===== src/rtl/fetch_pkg.sv =====
// Shared types and constants for the instruction prefetch queue.
package fetch_pkg;

    localparam int WORD_W = 32;
    localparam logic [WORD_W-1:0] ADDR_STEP    = 32'd4;
    localparam logic [WORD_W-1:0] RESET_VECTOR = 32'h0;

    // One FIFO entry: the fetched instruction and the byte address it came from.
    typedef struct packed {
        logic [WORD_W-1:0] word;
        logic [WORD_W-1:0] addr;
    } fetch_entry_t;

    // One slot of the RAM return pipe; epoch marks which fetch stream issued it.
    typedef struct packed {
        logic              valid;
        logic              epoch;
        logic [WORD_W-1:0] addr;
    } ret_slot_t;

    // Force an address onto a word boundary.
    function automatic logic [WORD_W-1:0] align_word(input logic [WORD_W-1:0] a);
        return a & ~(WORD_W'(3));
    endfunction

endpackage


===== src/rtl/fetch_fifo.sv =====
// Small synchronous FIFO of fetch entries with a single-cycle flush.
// The producer guarantees it never pushes into a full FIFO.
module fetch_fifo
    import fetch_pkg::*;
#(
    parameter int DEPTH = 4
) (
    input  logic                   clk,
    input  logic                   reset,
    input  logic                   flush,
    input  logic                   push,
    input  fetch_entry_t           push_data,
    input  logic                   pop,
    output fetch_entry_t           head,
    output logic [$clog2(DEPTH):0] count
);

    localparam int PW = $clog2(DEPTH);
    localparam int CW = PW + 1;

    fetch_entry_t  mem_q [DEPTH];
    fetch_entry_t  mem_d [DEPTH];
    logic [PW-1:0] wr_ptr_q, wr_ptr_d;
    logic [PW-1:0] rd_ptr_q, rd_ptr_d;
    logic [CW-1:0] count_q, count_d;
    logic          pop_ok;

    // Next-state: flush wins over push/pop; pop on an empty FIFO is ignored.
    always_comb begin
        mem_d    = mem_q;
        wr_ptr_d = wr_ptr_q;
        rd_ptr_d = rd_ptr_q;
        count_d  = count_q;
        pop_ok   = pop && (count_q != '0);
        if (flush) begin
            wr_ptr_d = '0;
            rd_ptr_d = '0;
            count_d  = '0;
        end else begin
            if (push) begin
                mem_d[wr_ptr_q] = push_data;
                wr_ptr_d        = wr_ptr_q + PW'(1);
            end
            if (pop_ok) begin
                rd_ptr_d = rd_ptr_q + PW'(1);
            end
            count_d = count_q + CW'(push) - CW'(pop_ok);
        end
    end

    // State registers; storage is cleared on reset so the head reads as zero.
    always_ff @(posedge clk) begin
        if (!reset) begin
            for (int i = 0; i < DEPTH; i++) begin
                mem_q[i] <= '0;
            end
            wr_ptr_q <= '0;
            rd_ptr_q <= '0;
            count_q  <= '0;
        end else begin
            mem_q    <= mem_d;
            wr_ptr_q <= wr_ptr_d;
            rd_ptr_q <= rd_ptr_d;
            count_q  <= count_d;
        end
    end

    assign head  = mem_q[rd_ptr_q];
    assign count = count_q;

endmodule


===== src/rtl/instruction_prefetch.sv =====
// Instruction prefetch queue: issues sequential RAM reads ahead of the core,
// tracks them through a fixed-latency return pipe and buffers the words.
// A redirect flushes the FIFO and flips the epoch so in-flight returns drop.
//
// Handshake: readReq is a one-cycle pulse whose ramAddress is valid in the
// same cycle; ramIn is taken exactly RAM_LATENCY cycles later. On the core
// side the head is consumed at the edge where popReq=1 and instValid=1.
//
// readReq/ramAddress are registered, so the issue decision for the next
// cycle is made from next-cycle occupancy and credit. inflight counts the
// read currently on readReq plus every read still in the return pipe.
module instruction_prefetch
    import fetch_pkg::*;
#(
    parameter int DEPTH       = 4,
    parameter int RAM_LATENCY = 2
) (
    input  logic                   clk,
    input  logic                   reset,
    input  logic [WORD_W-1:0]      ramIn,
    output logic [WORD_W-1:0]      ramAddress,
    output logic                   readReq,
    output logic                   instValid,
    output logic [WORD_W-1:0]      instWord,
    output logic [WORD_W-1:0]      instAddr,
    input  logic                   popReq,
    input  logic                   redirect,
    input  logic [WORD_W-1:0]      redirectAddr,
    output logic [$clog2(DEPTH):0] occupancy
);

    localparam int CW = $clog2(DEPTH) + 1;
    localparam logic [CW:0] DEPTH_C = DEPTH[CW:0];

    ret_slot_t         pipe_q [RAM_LATENCY];
    ret_slot_t         pipe_d [RAM_LATENCY];
    logic [WORD_W-1:0] fetch_ptr_q, fetch_ptr_d;
    logic [WORD_W-1:0] ram_address_q, ram_address_d;
    logic              read_req_q, read_req_d;
    logic              epoch_q, epoch_d;
    logic [CW-1:0]     inflight_q, inflight_d;

    fetch_entry_t      fifo_head;
    fetch_entry_t      fifo_in;
    logic [CW-1:0]     fifo_count;
    logic              fifo_push;
    logic              fifo_pop;
    logic              ret_valid;
    logic [CW-1:0]     occ_next;
    logic [CW-1:0]     inflight_left;
    logic [CW:0]       credit_sum;
    logic              issue_next;
    logic [WORD_W-1:0] next_ptr;

    // Return, pop, credit and issue decisions for the coming edge.
    always_comb begin
        ret_valid     = pipe_q[RAM_LATENCY-1].valid;
        fifo_push     = ret_valid && (pipe_q[RAM_LATENCY-1].epoch == epoch_q) && !redirect;
        fifo_pop      = popReq && (fifo_count != '0) && !redirect;
        fifo_in       = '{word: ramIn, addr: pipe_q[RAM_LATENCY-1].addr};

        occ_next      = redirect ? '0 : (fifo_count + CW'(fifo_push) - CW'(fifo_pop));
        inflight_left = inflight_q - CW'(ret_valid);
        credit_sum    = {1'b0, occ_next} + {1'b0, inflight_left};
        issue_next    = credit_sum < DEPTH_C;

        next_ptr      = redirect ? align_word(redirectAddr) : fetch_ptr_q;
        read_req_d    = issue_next;
        ram_address_d = issue_next ? next_ptr : ram_address_q;
        fetch_ptr_d   = issue_next ? (next_ptr + ADDR_STEP) : next_ptr;
        inflight_d    = inflight_left + CW'(issue_next);
        epoch_d       = redirect ? ~epoch_q : epoch_q;

        // The read on the bus this cycle enters the pipe tagged with the
        // epoch it was issued under, so a redirect now marks it stale.
        pipe_d[0] = '{valid: read_req_q, epoch: epoch_q, addr: ram_address_q};
        for (int i = 1; i < RAM_LATENCY; i++) begin
            pipe_d[i] = pipe_q[i-1];
        end
    end

    // State registers; reset discards every outstanding read.
    always_ff @(posedge clk) begin
        if (!reset) begin
            fetch_ptr_q   <= RESET_VECTOR;
            ram_address_q <= '0;
            read_req_q    <= 1'b0;
            epoch_q       <= 1'b0;
            inflight_q    <= '0;
            for (int i = 0; i < RAM_LATENCY; i++) begin
                pipe_q[i] <= '0;
            end
        end else begin
            fetch_ptr_q   <= fetch_ptr_d;
            ram_address_q <= ram_address_d;
            read_req_q    <= read_req_d;
            epoch_q       <= epoch_d;
            inflight_q    <= inflight_d;
            pipe_q        <= pipe_d;
        end
    end

    fetch_fifo #(
        .DEPTH(DEPTH)
    ) u_fifo (
        .clk       (clk),
        .reset     (reset),
        .flush     (redirect),
        .push      (fifo_push),
        .push_data (fifo_in),
        .pop       (fifo_pop),
        .head      (fifo_head),
        .count     (fifo_count)
    );

    assign readReq    = read_req_q;
    assign ramAddress = ram_address_q;
    assign instValid  = (fifo_count != '0);
    assign instWord   = fifo_head.word;
    assign instAddr   = fifo_head.addr;
    assign occupancy  = fifo_count;

endmodule

===== config.mk =====
export PLATFORM = sky130hd
export DESIGN_NAME = instruction_prefetch
export DESIGN_NICKNAME = d
export VERILOG_FILES = /design/src/rtl/fetch_pkg.sv /design/src/rtl/fetch_fifo.sv /design/src/rtl/instruction_prefetch.sv
export SDC_FILE = /design/constraint.sdc
export NUM_CORES = 1
export LEC_CHECK = 0
export ABC_AREA = 1
export CORE_UTILIZATION = 45
export CTS_CLUSTER_SIZE = 12
export DETAILED_ROUTE_END_ITERATION = 6
export PLACE_DENSITY = 0.7
export SYNTH_ARGS = -nofsm -noshare
export SYNTH_HDL_FRONTEND = slang
export SYNTH_SLANG_ARGS = --single-unit
export TNS_END_PERCENT = 20

===== constraint.sdc =====
create_clock -name clk -period 4.85 [get_ports clk]
set_clock_uncertainty 0.2 [all_clocks]
set_input_delay 0.97 -clock clk [delete_from_list [all_inputs] [get_ports clk]]
set_output_delay 0.97 -clock clk [all_outputs]
set_load 0.1 [all_outputs]

==> impl_table.tex, run 1 <==
\begin{tabular}{lr}
\hline
Metric & Value \\
\hline
\multicolumn{2}{l}{\textbf{Outcome}} \\
\quad Run status & finished clean \\
\multicolumn{2}{l}{\textbf{Floorplan}} \\
\quad Vertical die dimension & 196 um \\
\quad Full die area & around 0.038 mm2 \\
\quad Number of I/O pins & around 170 \\
\quad Number of standard-cell rows in the floorplan & 70 \\
\quad Width of the chip & between 150 and 200 um \\
\quad Standard cell core area & between 0.03 and 0.04 mm2 \\
\quad Starting density of the core & 46.0\% \\
\multicolumn{2}{l}{\textbf{Timing}} \\
\quad Minimum period implied by the final worst setup slack & about 4000 ps \\
\quad Final sum of negative setup slack & 0 ps \\
\quad Final count of pins violating max slew & 0 \\
\quad Final Setup Violations & 0 \\
\quad Portion of the clock cycle consumed by the worst path in the final layout & slightly above 80\% \\
\quad Worst-case hold slack & 209 ps \\
\quad Highest clock rate & about 250 MHz \\
\quad Final hold viol count & 0 \\
\quad Max-slew headroom & around a quarter \\
\quad Unrepaired setup endpoints after global routing & false \\
\quad Pin slew with the least headroom to its limit & approximately 1100 ps \\
\multicolumn{2}{l}{\textbf{Clock network}} \\
\quad Clock sink total & 400 \\
\quad Clock transition at the registers of the reported paths & around 60 ps \\
\quad TritonCTS clock tree & yes \\
\quad Maximum buffer depth of the clock tree & 3 \\
\quad Resized cells post-CTS & 0 \\
\quad Post-CTS setup-driven buffer insertion count & 0 \\
\quad Clock latency at the later pin of the worst-skew pair & 520 ps \\
\quad Cell at the root of the clock tree & sky130\_fd\_sc\_hd\_\_clkbuf\_16 \\
\quad Clock H-tree levels & 2 \\
\quad Hold buffers post-CTS & 0 \\
\quad Inserted Clock Buffers & 43 \\
\multicolumn{2}{l}{\textbf{Synthesis}} \\
\quad Synthesized Nets & between 2000 and 2500 \\
\quad Asr flop ratio synth & 0\% \\
\quad Distinct cell type count of the synthesized netlist & 39 \\
\quad Share of synthesized cell area in full adder, half adder and majority cells & 1.26\% \\
\quad Leading post-synthesis cells by cell area & sky130\_fd\_sc\_hd\_\_dfxtp\_1 47\%, sky130\_fd\_sc\_hd\_\_nand2\_1 9.9\%, sky130\_fd\_sc\_hd\_\_a21oi\_1 8.2\% \\
\quad Post-synth design cell area & around 0.017 mm2 \\
\quad Register area share after synthesis & between 40 and 50\% \\
\quad Post-synth EDFFs & 0 \\
\quad Most frequent cell after synthesis & sky130\_fd\_sc\_hd\_\_nand2\_1 \\
\quad Share of synthesized cell area in and, or, nand and nor gates & between 20 and 25\% \\
\quad Dominant combinational cell family by area after synthesis & simple AND/OR/NAND/NOR gates \\
\quad Compound-Gate Fraction of Synth Area & roughly 17\% \\
\quad Xor and xnor area share after synthesis & less than 1\% \\
\quad Post-Synthesis Mean Instance Area & between 7 and 8 um2 \\
\quad Top cell types by occurrence after synthesis & 446 x sky130\_fd\_sc\_hd\_\_nand2\_1, 400 x sky130\_fd\_sc\_hd\_\_dfxtp\_1, 279 x sky130\_fd\_sc\_hd\_\_a21oi\_1 \\
\quad Top cell type's share of synthesized area & 47.3\% \\
\quad Proportion of synthesized area in mux cells & 0.0591\% \\
\quad Gate Count Post-Synth & 2277 \\
\quad Synthesis-stage register bit count & 400 \\
\quad Number of warning messages in the yosys log & 0 \\
\quad Most instantiated flip-flop cell in the synthesis netlist & sky130\_fd\_sc\_hd\_\_dfxtp\_1 \\
\quad Cell type with the highest aggregate area in the netlist & sky130\_fd\_sc\_hd\_\_dfxtp\_1 \\
\multicolumn{2}{l}{\textbf{GRT}} \\
\quad Number of antenna violations at the first check in global routing & 0 \\
\quad Largest net degree at the start of global routing & between 200 and 300 \\
\quad Number of global-route vias before repair & between 10000 and 15000 \\
\quad Total gr overflow & 0 \\
\quad Global-route wire length before repair & approximately 76 mm \\
\quad Global-route usage over all layers & roughly 24\% \\
\multicolumn{2}{l}{\textbf{Setup path}} \\
\quad Crit-path max FO & 30 \\
\quad Sort of element at the start of the critical path & input pin \\
\quad Critical path, cell by cell & buf\_2 > inv\_2 > nand3\_1 > inv\_6 > ha\_1 > ha\_1 > inv\_1 > ha\_1 > nor2\_1 > ha\_1 > nand2\_1 > o21ai\_2 > nor2\_1 > inv\_1 > a22oi\_1 \\
\quad Crit path kind & input pin to flip-flop \\
\quad Slowest cell on crit path & sky130\_fd\_sc\_hd\_\_inv\_1 \\
\quad Required @ worst endpoint & roughly 5000 ps \\
\quad Crit path arrival time & $\sim$4000 ps \\
\quad CP endpoint kind & flip-flop \\
\quad Delay contributed by the slowest stage of the critical path & 820 ps \\
\quad Top cell by count, worst path & sky130\_fd\_sc\_hd\_\_ha\_1 \\
\multicolumn{2}{l}{\textbf{Routing}} \\
\quad Average vias per placed instance & between 5 and 6 \\
\quad Via count & 15500 \\
\quad Number of detailed-routing iterations run before antenna repair & 6 \\
\quad Routed WL per cell & $\sim$17 um \\
\quad Number of DRC markers after the initial detailed-route iteration & around 1500 \\
\quad Remaining antenna violation count & 0 \\
\quad Residual DRC count & 0 \\
\quad Post-detailed-routing wire length & roughly 48 mm \\
\multicolumn{2}{l}{\textbf{Hold path}} \\
\quad Hold/Removal Path Class & flip-flop to flip-flop \\
\multicolumn{2}{l}{\textbf{Final layout}} \\
\quad Area added between synthesis and finish & 15.8\% \\
\quad Proportion of layout cells with a drive suffix above 1 & under 10\% \\
\quad Fin cells & 2800 \\
\quad Sequential cell area in the final layout & between 0.008 and 0.009 mm2 \\
\quad Nets & around 2400 \\
\quad Combined area of the multi-input logic cells & 0.00735 mm2 \\
\quad Number of fill cells in the layout & 3464 \\
\quad Diodes inserted & 0 \\
\multicolumn{2}{l}{\textbf{Run}} \\
\quad Max\_cap viols & 0 \\
\multicolumn{2}{l}{\textbf{Pwr}} \\
\quad Worst ir drop on vdd & roughly 0.00047 V \\
\quad Power per unit of standard cell area & about 440 mW/mm2 \\
\quad Static Leak & 7.83 nW \\
\quad Overall Power & $\sim$8.7 mW \\
\multicolumn{2}{l}{\textbf{Placed design}} \\
\quad Gpl congestion & between 0.9 and 1 \\
\quad Placed cell count & $\sim$2700 \\
\quad \# port buffers & between 150 and 200 \\
\quad Half-perimeter wire length of the detailed placement result & approximately 28 mm \\
\hline
\end{tabular}
==> metal layers <==
| metal | GRT usage (%) | wire length (um) | vias to the layer above |
|---|---|---|---|
| met3 | 3.32 | 3400 | 90 |
| met1 | 33.3 | 21300 | 7237 |
| li1 | - | - | 7573 |
| met5 | 0 | 0 | - |
| met4 | 8.33 | 1250 | 0 |
| met2 | 39.3 | 22500 | 610 |
==> final cells by class <==
class                      instances  area share, %
clock buffer                      64           6.57
inverter                         140           2.75
timing repair buffer             193           8.85
tap                              468           2.99
sequential                       400           40.9
multi-input combinational       1527           37.5
clock inverter                     8          0.472
==> worst max-delay path, delay by kind of cell <==
kind	cells	cell delay, ps
adder cells (fa/ha/maj)	4	1050
buffers and inverters	5	1100
AND/OR/NAND/NOR	4	440
AO/OA/AOI/OAI	2	530
==> final timing paths <==
path                                       end        from  slack, ps  cells after the start
worst max-delay path            ramAddress[23]    redirect        890                     15
worst min-delay path               fifo_in[21]  pipe_d[21]        210                      2
worst max register to register  ramAddress[23]     epoch_q       1050                     14
worst min register to register     fifo_in[21]  pipe_d[21]        210                      2
==> report_power, final <==
group | switching (mW) | total (mW) | internal [mW] | leakage [nW]
Clock | 1.31 | 3.23 | 1.93 | 0.679
Sequential | 0.137 | 3.66 | 3.52 | 3.25
Combinational | 1.36 | 1.77 | 0.408 | 3.90
==> metrics by stage <==
| stage | setup WS [ps] | cell area [um2] | utilization (%) |
|---|---|---|---|
| 2_1_floorplan | 412 | 16900 | - |
| 3_3_place_gp | 465 | 18200 | 49.5 |
| 3_5_place_dp | 330 | 18200 | 49.5 |
| 4_1_cts | 878 | 19600 | 53.3 |
| 5_1_grt | 647 | 19600 | 53.3 |
| 6_report | 886 | 19600 | 53.3 |
==> placed cells by master (no fill, tap or decap), types with 16 or more instances in the layout <==
cell	n
sky130_fd_sc_hd__buf_4	89
sky130_fd_sc_hd__o22ai_1	68
sky130_fd_sc_hd__inv_1	133
sky130_fd_sc_hd__nand2_2	16
sky130_fd_sc_hd__a22oi_1	25
sky130_fd_sc_hd__o21ai_0	150
sky130_fd_sc_hd__nand2_1	446
sky130_fd_sc_hd__dfxtp_1	398
sky130_fd_sc_hd__clkbuf_16	45
sky130_fd_sc_hd__nand3_1	274
sky130_fd_sc_hd__a21oi_1	279
sky130_fd_sc_hd__nor2_1	190
sky130_fd_sc_hd__clkdlybuf4s50_1	100
==> flip-flops by register name, summed over array words and instances (netlist names), 2 cells and up <==
name,count
fetch_ptr_q,32
fifo_in,32
inflight_q,3
pipe_d,34
ramAddress,32
u_fifo.count,3
u_fifo.mem_q,256
u_fifo.rd_ptr_q,2
u_fifo.wr_ptr_q,2
==> cells by family (layout without fill, tap and decap cells) <==
| logic type | Yosys count | in the layout |
|---|---|---|
| compound gates | 535 | 535 |
| buf+inv | 350 | 405 |
| flops | 400 | 400 |
| fa+ha+maj | 17 | 17 |
| simple gates | 967 | 967 |
| mux | 1 | 1 |
| xor+xnor | 7 | 7 |
No activity file was read; power rests on OpenSTA's default activity.
==> run 2: changes to the inputs <==
--- a/config.mk
+++ b/config.mk
@@ -9,7 +9,7 @@
 export CORE_UTILIZATION = 45
 export CTS_CLUSTER_SIZE = 12
 export DETAILED_ROUTE_END_ITERATION = 6
-export PLACE_DENSITY = 0.7
+export PLACE_DENSITY = 0.73
 export SYNTH_ARGS = -nofsm -noshare
 export SYNTH_HDL_FRONTEND = slang
 export SYNTH_SLANG_ARGS = --single-unit
==> constraint.sdc (replaced) <==
create_clock -name clk -period 3.2 [get_ports clk]
set_clock_uncertainty 0.2 [all_clocks]
set_input_delay 0.64 -clock clk [delete_from_list [all_inputs] [get_ports clk]]
set_output_delay 0.64 -clock clk [all_outputs]
set_load 0.1 [all_outputs]
==> run 2 against run 1 <==
  * The run now ends with DRC left
  * Cell area is 5.9% higher
  * Non-clock buffer count is 39 higher
  * Clock-buffer cell count is 5 lower
  * Cell count is 1.2% higher
  * Critical path depth is 4 higher
  * Sequential power is 51% higher
==> impl_table.tex, run 2 (same netlist as run 1, synthesis figures left out) <==
\begin{tabular}{lr}
\hline
Metric & Value \\
\hline
\multicolumn{2}{l}{\textbf{Routing}} \\
\quad Average vias per placed instance & 5.57 \\
\quad Residual DRC count & 1 \\
\quad Number of DRC markers after the initial detailed-route iteration & between 1500 and 2000 \\
\quad Number of detailed-routing iterations run before antenna repair & 7 \\
\quad DRT met1 WL & 20.7 mm \\
\quad Post-detailed-routing wire length & 48.2 mm \\
\quad Routed length on met3 & about 3.8 mm \\
\quad Routed WL per cell & 17.0 um \\
\quad DR WL met2 & $\sim$22 mm \\
\quad Remaining antenna violation count & 0 \\
\quad Highest metal layer used by the detailed router & met4 \\
\quad Via count & 15800 \\
\multicolumn{2}{l}{\textbf{Pwr}} \\
\quad Relative contribution of the clock network to total power & a little over a third \\
\quad Reg power frac & 42.6\% \\
\quad Total internal power & 8.76 mW \\
\quad Worst ir drop on vdd & about 0.00084 V \\
\quad Power per unit of standard cell area & 627 mW/mm2 \\
\quad Share of total power in combinational logic & between 20\% and 30\% \\
\quad Net switching power figure & 4.25 mW \\
\quad Overall Power & roughly 13 mW \\
\quad Static Leak & 8.24 nW \\
\quad Switching share of total power & between 30\% and 40\% \\
\multicolumn{2}{l}{\textbf{Final layout}} \\
\quad Area added between synthesis and finish & 22.6\% \\
\quad Flip-flop count of the largest register after layout & about 260 \\
\quad Fin cells & approximately 2800 \\
\quad Leading cell type in the layout, fill and taps excluded & sky130\_fd\_sc\_hd\_\_nand2\_1 \\
\quad Nets & $\sim$2400 \\
\quad Register bank with the most flops & u\_fifo.mem\_q \\
\quad Diodes inserted & 0 \\
\quad Most frequent cells in the layout & 446 x sky130\_fd\_sc\_hd\_\_nand2\_1, 394 x sky130\_fd\_sc\_hd\_\_dfxtp\_1, 279 x sky130\_fd\_sc\_hd\_\_a21oi\_1 \\
\quad Summed area of non-filler cells in the final layout & 0.0208 mm2 \\
\quad Proportion of layout cells with a drive suffix above 1 & between 10\% and 20\% \\
\multicolumn{2}{l}{\textbf{Clock network}} \\
\quad Cell at the root of the clock tree & sky130\_fd\_sc\_hd\_\_clkbuf\_16 \\
\quad Clock transition at the registers of the reported paths & $\sim$60 ps \\
\quad Clock H-tree levels & 2 \\
\quad Clock latency at the later pin of the worst-skew pair & around 540 ps \\
\quad Clock sink total & 400 \\
\quad Inserted Clock Buffers & 42 \\
\quad Hold buffers post-CTS & 0 \\
\quad TritonCTS clock tree & yes \\
\quad Maximum buffer depth of the clock tree & 3 \\
\multicolumn{2}{l}{\textbf{Setup path}} \\
\quad Delay contributed by the slowest stage of the critical path & 330 ps \\
\quad Worst reg2reg path depth & 19 \\
\quad CP endpoint kind & flip-flop \\
\quad Crit-path max FO & 4 \\
\quad Crit path kind & flip-flop to flip-flop \\
\quad Required @ worst endpoint & between 3000 and 4000 ps \\
\quad Critical path, cell by cell & xnor2\_2 > nand3\_4 > clkinv\_4 > ha\_4 > ha\_4 > inv\_4 > ha\_4 > xor2\_1 > nor2\_1 > ha\_1 > nor3\_2 > o21ai\_2 > buf\_6 > nor2\_4 > inv\_4 > nor2\_4 > nand3\_2 > nand2\_1 > nor2\_1 \\
\quad Slowest cell on crit path & sky130\_fd\_sc\_hd\_\_dfxtp\_2 \\
\quad Crit path arrival time & around 3400 ps \\
\quad Top cell by count, worst path & sky130\_fd\_sc\_hd\_\_ha\_4 \\
\quad Sort of element at the start of the critical path & flip-flop \\
\multicolumn{2}{l}{\textbf{Floorplan}} \\
\quad Number of I/O pins & 169 \\
\quad Standard cell core area & 0.0368 mm2 \\
\quad Number of standard-cell rows in the floorplan & 70 \\
\quad Vertical die dimension & approximately 200 um \\
\quad Width of the chip & between 150 and 200 um \\
\quad Full die area & around 0.038 mm2 \\
\quad Starting density of the core & 46.0\% \\
\multicolumn{2}{l}{\textbf{GRT}} \\
\quad Number of antenna violations at the first check in global routing & 0 \\
\quad Global-route usage over all layers & about a quarter \\
\quad Global-route wire length before repair & around 77 mm \\
\quad Total gr overflow & 0 \\
\quad Number of global-route vias before repair & between 10000 and 15000 \\
\quad Largest net degree at the start of global routing & approximately 130 \\
\multicolumn{2}{l}{\textbf{Timing}} \\
\quad Final count of pins violating max slew & 0 \\
\quad Highest clock rate & about 320 MHz \\
\quad Portion of the clock cycle consumed by the worst path in the final layout & approximately 100\% \\
\quad Worst-case setup margin in the final layout & about 74 ps \\
\quad Final Setup Violations & 0 \\
\quad Minimum period implied by the final worst setup slack & 3130 ps \\
\quad Worst-case hold slack & roughly 210 ps \\
\quad Final hold viol count & 0 \\
\quad Unrepaired setup endpoints after global routing & true \\
\quad Pin slew with the least headroom to its limit & between 800 and 900 ps \\
\quad Max-slew headroom & 45.0\% \\
\multicolumn{2}{l}{\textbf{Placed design}} \\
\quad Gpl congestion & 0.906 \\
\quad Placed cell count & $\sim$2800 \\
\quad \# port buffers & 166 \\
\quad Area after detailed placement & roughly 0.019 mm2 \\
\quad Pre-CTS setup slack & -459 ps \\
\quad Half-perimeter wire length of the detailed placement result & slightly below 30 mm \\
\multicolumn{2}{l}{\textbf{Run}} \\
\quad Max\_cap viols & 0 \\
\multicolumn{2}{l}{\textbf{Outcome}} \\
\quad Violated checks & DRC \\
\quad Run status & finished, violations left \\
\multicolumn{2}{l}{\textbf{Hold path}} \\
\quad Hold/Removal Path Class & flip-flop to flip-flop \\
\quad Hold path depth & 2 \\
\hline
\end{tabular}
[run 2: worst max-delay path: cells and delay by family (launching register included)]
| family | cells | cell delay (ps) |
|---|---|---|
| AOI/OAI and AO/OA | 1 | 140 |
| xor gates and xnor gates | 2 | 300 |
| adders and majority gates | 4 | 810 |
| buffers and inverters | 4 | 330 |
| DFF | 1 | 330 |
| and+or+nand+nor | 8 | 900 |
[run 2: worst paths after layout]
check	from	end	slack, ps
setup / recovery	epoch_q	fetch_ptr_q[23]	70
hold / removal	pipe_d[8]	fifo_in[8]	210
setup reg to reg	epoch_q	fetch_ptr_q[23]	70
hold reg to reg	pipe_d[8]	fifo_in[8]	210
[run 2: final cells by class]
| cell class | count | area (um2) |
|---|---|---|
| inverters | 140 | 557 |
| fillers | 3297 | 16000 |
| repair buffers | 232 | 2810 |
| flip-flops and latches | 400 | 8020 |
| multi-input cells | 1527 | 7510 |
| well taps | 468 | 586 |
| clock buffers | 59 | 1190 |
| clock inverters | 8 | 93.8 |
[run 2: what timing repair did]
| action | CTS | global route |
|---|---|---|
| resized for setup | 3 | 19 |
| endpoints found under the hold margin | 0 | 0 |
| buffers inserted | 0 | 3 |
| pin swaps | 2 | 2 |
| endpoints found under the setup margin | 176 | 71 |
[run 2: stage by stage]
step                util, %  setup TNS, ps
global placement       52.7         -53760
global route           56.4           -781
CTS                    56.2              0
finish                 56.4              0
floorplan                 -         -20490
detailed placement     52.7         -64450
[run 2: power by group through the flow]
stage	logic (mW)	registers [mW]	clock network (mW)
2_1_floorplan	2.24	5.60	0
3_3_place_gp	2.75	5.63	0
3_5_place_dp	2.78	5.64	0
4_1_cts	2.80	5.54	4.70
5_1_grt	2.97	5.58	4.91
6_report	2.83	5.54	4.64
[run 2: per-layer routing]
| metal | global-route usage (%) | vias to the layer above |
|---|---|---|
| met3 | 3.06 | 91 |
| met1 | 32.8 | 7349 |
| li1 | - | 7637 |
| met5 | 0 | - |
| met2 | 40.4 | 703 |
| met4 | 9.17 | 0 |
==> run 3: changes to the inputs <==
--- a/config.mk
+++ b/config.mk
@@ -9,6 +9,7 @@
 export CORE_UTILIZATION = 45
 export CTS_CLUSTER_SIZE = 12
 export DETAILED_ROUTE_END_ITERATION = 6
+export MAX_ROUTING_LAYER = met4
 export PLACE_DENSITY = 0.73
 export SYNTH_ARGS = -nofsm -noshare
 export SYNTH_HDL_FRONTEND = slang
==> run 3 against run 2 <==
  * The flow now finishes without violations
  * Cell count grew 0.25%
  * Clock power grew 3%
  * Global-route usage grew 0.91 points
  * Largest power group unchanged
  * Largest cell class unchanged
  * First-iteration DRC count grew 6.2%
  * Non-clock buffer count grew 2
  * Hold slack lost 5.8 ps
  * Critical path type unchanged
  * Critical path depth shrank 2
  * Fmax shrank 0.59%
==> impl_table.tex, run 3 (same netlist as run 1, synthesis figures left out) <==
\begin{tabular}{lr}
\hline
Metric & Value \\
\hline
\multicolumn{2}{l}{\textbf{Pwr}} \\
\quad Power per unit of standard cell area & $\sim$630 mW/mm2 \\
\quad Static Leak & $\sim$8.3 nW \\
\quad Worst ir drop on vdd & a little under 0.0006 V \\
\multicolumn{2}{l}{\textbf{Clock network}} \\
\quad Inserted Clock Buffers & 42 \\
\quad Clock sink total & 400 \\
\quad TritonCTS clock tree & yes \\
\quad Clock transition at the registers of the reported paths & 60 ps \\
\quad Hold buffers post-CTS & 0 \\
\quad Maximum buffer depth of the clock tree & 3 \\
\quad Clock H-tree levels & 2 \\
\quad Cell at the root of the clock tree & sky130\_fd\_sc\_hd\_\_clkbuf\_16 \\
\quad Clock latency at the later pin of the worst-skew pair & 530 ps \\
\multicolumn{2}{l}{\textbf{Timing}} \\
\quad Unrepaired setup endpoints after global routing & true \\
\quad Worst-case setup margin in the final layout & approximately 55 ps \\
\quad Minimum period implied by the final worst setup slack & between 3000 and 4000 ps \\
\quad Portion of the clock cycle consumed by the worst path in the final layout & 98.3\% \\
\quad Pin slew with the least headroom to its limit & 776 ps \\
\quad Final count of pins violating max slew & 0 \\
\quad Highest clock rate & approximately 320 MHz \\
\quad Final hold viol count & 0 \\
\quad Final Setup Violations & 0 \\
\quad Max-slew headroom & roughly half \\
\multicolumn{2}{l}{\textbf{Floorplan}} \\
\quad Number of I/O pins & 169 \\
\quad Number of standard-cell rows in the floorplan & 70 \\
\quad Vertical die dimension & around 200 um \\
\quad Standard cell core area & between 0.03 and 0.04 mm2 \\
\quad Starting density of the core & a little under half \\
\quad Full die area & about 0.038 mm2 \\
\quad Width of the chip & $\sim$200 um \\
\multicolumn{2}{l}{\textbf{Setup path}} \\
\quad CP endpoint kind & flip-flop \\
\quad Required @ worst endpoint & between 3000 and 4000 ps \\
\quad Slowest cell on crit path & sky130\_fd\_sc\_hd\_\_dfxtp\_2 \\
\quad Worst reg2reg path depth & 17 \\
\quad Delay contributed by the slowest stage of the critical path & between 300 and 400 ps \\
\quad Worst R2R End & inflight\_q[2] \\
\quad Crit path kind & flip-flop to flip-flop \\
\quad Crit-path max FO & 5 \\
\quad Dominant delay contributor by cell family on the critical path & adder cells \\
\quad Reg2reg start & epoch\_q \\
\quad Top cell by count, worst path & sky130\_fd\_sc\_hd\_\_ha\_4 \\
\quad Total buffers and inverters traversed by the critical path & 3 \\
\quad Worst reg2reg setup slack & 60 ps \\
\quad Sort of element at the start of the critical path & flip-flop \\
\quad Crit path arrival time & about 3300 ps \\
\quad Critical path, cell by cell & xnor2\_2 > nand3\_4 > clkinv\_4 > ha\_4 > ha\_4 > inv\_4 > ha\_4 > xor2\_1 > nor2\_1 > ha\_1 > nor3\_2 > nor2b\_4 > buf\_4 > ha\_4 > ha\_4 > xor2\_1 > nor2\_1 \\
\multicolumn{2}{l}{\textbf{Placed design}} \\
\quad Pre-CTS setup slack & -469 ps \\
\quad Gpl congestion & 0.932 \\
\quad Area after detailed placement & $\sim$0.019 mm2 \\
\quad Half-perimeter wire length of the detailed placement result & 29.6 mm \\
\quad Placed cell count & between 2000 and 3000 \\
\quad \# port buffers & 166 \\
\multicolumn{2}{l}{\textbf{Outcome}} \\
\quad Run status & finished clean \\
\multicolumn{2}{l}{\textbf{Run}} \\
\quad Max\_cap viols & 0 \\
\multicolumn{2}{l}{\textbf{Routing}} \\
\quad Average vias per placed instance & between 5 and 6 \\
\quad Residual DRC count & 0 \\
\quad Routed WL per cell & roughly 17 um \\
\quad Post-detailed-routing wire length & slightly below 50 mm \\
\quad Via count & approximately 16000 \\
\quad Remaining antenna violation count & 0 \\
\quad Number of DRC markers after the initial detailed-route iteration & $\sim$1700 \\
\quad Number of detailed-routing iterations run before antenna repair & 5 \\
\multicolumn{2}{l}{\textbf{Final layout}} \\
\quad Summed area of non-filler cells in the final layout & approximately 0.021 mm2 \\
\quad Proportion of layout cells with a drive suffix above 1 & 13.2\% \\
\quad Most frequent cells in the layout & 444 x sky130\_fd\_sc\_hd\_\_nand2\_1, 394 x sky130\_fd\_sc\_hd\_\_dfxtp\_1, 279 x sky130\_fd\_sc\_hd\_\_a21oi\_1 \\
\quad Leading cell type in the layout, fill and taps excluded & sky130\_fd\_sc\_hd\_\_nand2\_1 \\
\quad Nets & approximately 2400 \\
\quad Diodes inserted & 0 \\
\quad Fin cells & between 2000 and 3000 \\
\quad Register bank with the most flops & u\_fifo.mem\_q \\
\quad Flip-flop count of the largest register after layout & around 260 \\
\quad Area added between synthesis and finish & 23.1\% \\
\multicolumn{2}{l}{\textbf{GRT}} \\
\quad Routing usage on met2 & 41.4\% \\
\quad Number of antenna violations at the first check in global routing & 0 \\
\quad Number of global-route vias before repair & about 15000 \\
\quad Global-route layer with the greatest usage & met2 \\
\quad Met3 track utilization from global routing & 3.39\% \\
\quad Global routing met1 resource utilization & between 30 and 40\% \\
\quad Total gr overflow & 0 \\
\quad Largest net degree at the start of global routing & approximately 200 \\
\quad Global-route usage over all layers & approximately 25\% \\
\quad Global-route wire length before repair & roughly 77 mm \\
\multicolumn{2}{l}{\textbf{Hold path}} \\
\quad Hold/Removal Path Class & flip-flop to flip-flop \\
\quad Worst Hold Launch & pipe\_d[7] \\
\quad Hold path depth & 2 \\
\quad End point of the worst hold path & fifo\_in[7] \\
\hline
\end{tabular}
==> run 3: how the worst max path moves through the flow <==
stage | endpoint | slack [ps] | from | cells past startpoint
floorplan | inflight_q[2] | -410 | redirect | 21
global placement | fetch_ptr_q[30] | -450 | popReq | 16
detailed placement | inflight_q[2] | -470 | popReq | 15
CTS | inflight_q[2] | 20 | pipe_q[32] | 17
global route | inflight_q[2] | -60 | epoch_q | 17
finish | inflight_q[2] | 60 | epoch_q | 17
==> run 3: final cells by class <==
class                           instances  area, um2
Clock buffer                           68       1300
Clock inverter                          4       45.0
Fill cell                            3310      16000
Inverter                              140        557
Multi-Input combinational cell       1527       7500
Sequential cell                       400       8020
Tap cell                              468        586
Timing Repair Buffer                  234       2830
==> run 3: worst register-to-register path: stages, from the launching register on <==
cell and delay, ps:
sky130_fd_sc_hd__dfxtp_2 340, sky130_fd_sc_hd__xnor2_2 160, sky130_fd_sc_hd__nand3_4 110, sky130_fd_sc_hd__clkinv_4 60
sky130_fd_sc_hd__ha_4 160, sky130_fd_sc_hd__ha_4 260, sky130_fd_sc_hd__inv_4 40, sky130_fd_sc_hd__ha_4 140
sky130_fd_sc_hd__xor2_1 150, sky130_fd_sc_hd__nor2_1 120, sky130_fd_sc_hd__ha_1 250, sky130_fd_sc_hd__nor3_2 160
sky130_fd_sc_hd__nor2b_4 280, sky130_fd_sc_hd__buf_4 160, sky130_fd_sc_hd__ha_4 130, sky130_fd_sc_hd__ha_4 120
sky130_fd_sc_hd__xor2_1 140, sky130_fd_sc_hd__nor2_1 50
==> run 3: stage by stage <==
stage / power, mW / setup TNS, ps / hold WS, ps / util [%]
finish: 13.1 / 0 / 202 / 56.6
CTS: 13.2 / 0 / 207 / 56.4
floorplan: 7.84 / -20490 / 190 / -
detailed placement: 8.42 / -34220 / 195 / 52.7
global route: 13.6 / -116 / 229 / 56.6
global placement: 8.38 / -22800 / 194 / 52.7
==> run 3: power breakdown <==
part / switching (mW) / leakage [nW] / total (mW) / internal [mW]
logic: 2.11 / 4.37 / 2.80 / 0.686
registers: 0.217 / 3.25 / 5.55 / 5.33
clock network: 1.94 / 0.662 / 4.78 / 2.85
==> run 3: repair_timing <==
item | CTS | global route
gates cloned | 0 | 1
pin swaps | 1 | 9
buffers inserted | 0 | 2
resized for setup | 2 | 12
endpoints found under the setup margin | 42 | 116
==> run 3: metal layers <==
| metal | up-vias | wire length (um) | part of all wire (%) |
|---|---|---|---|
| met5 | - | 0 | 0 |
| met4 | 0 | 945 | 1.9 |
| met3 | 69 | 3730 | 7.6 |
| met2 | 739 | 23400 | 48 |
| met1 | 7443 | 21200 | 43 |
| li1 | 7629 | - | - |
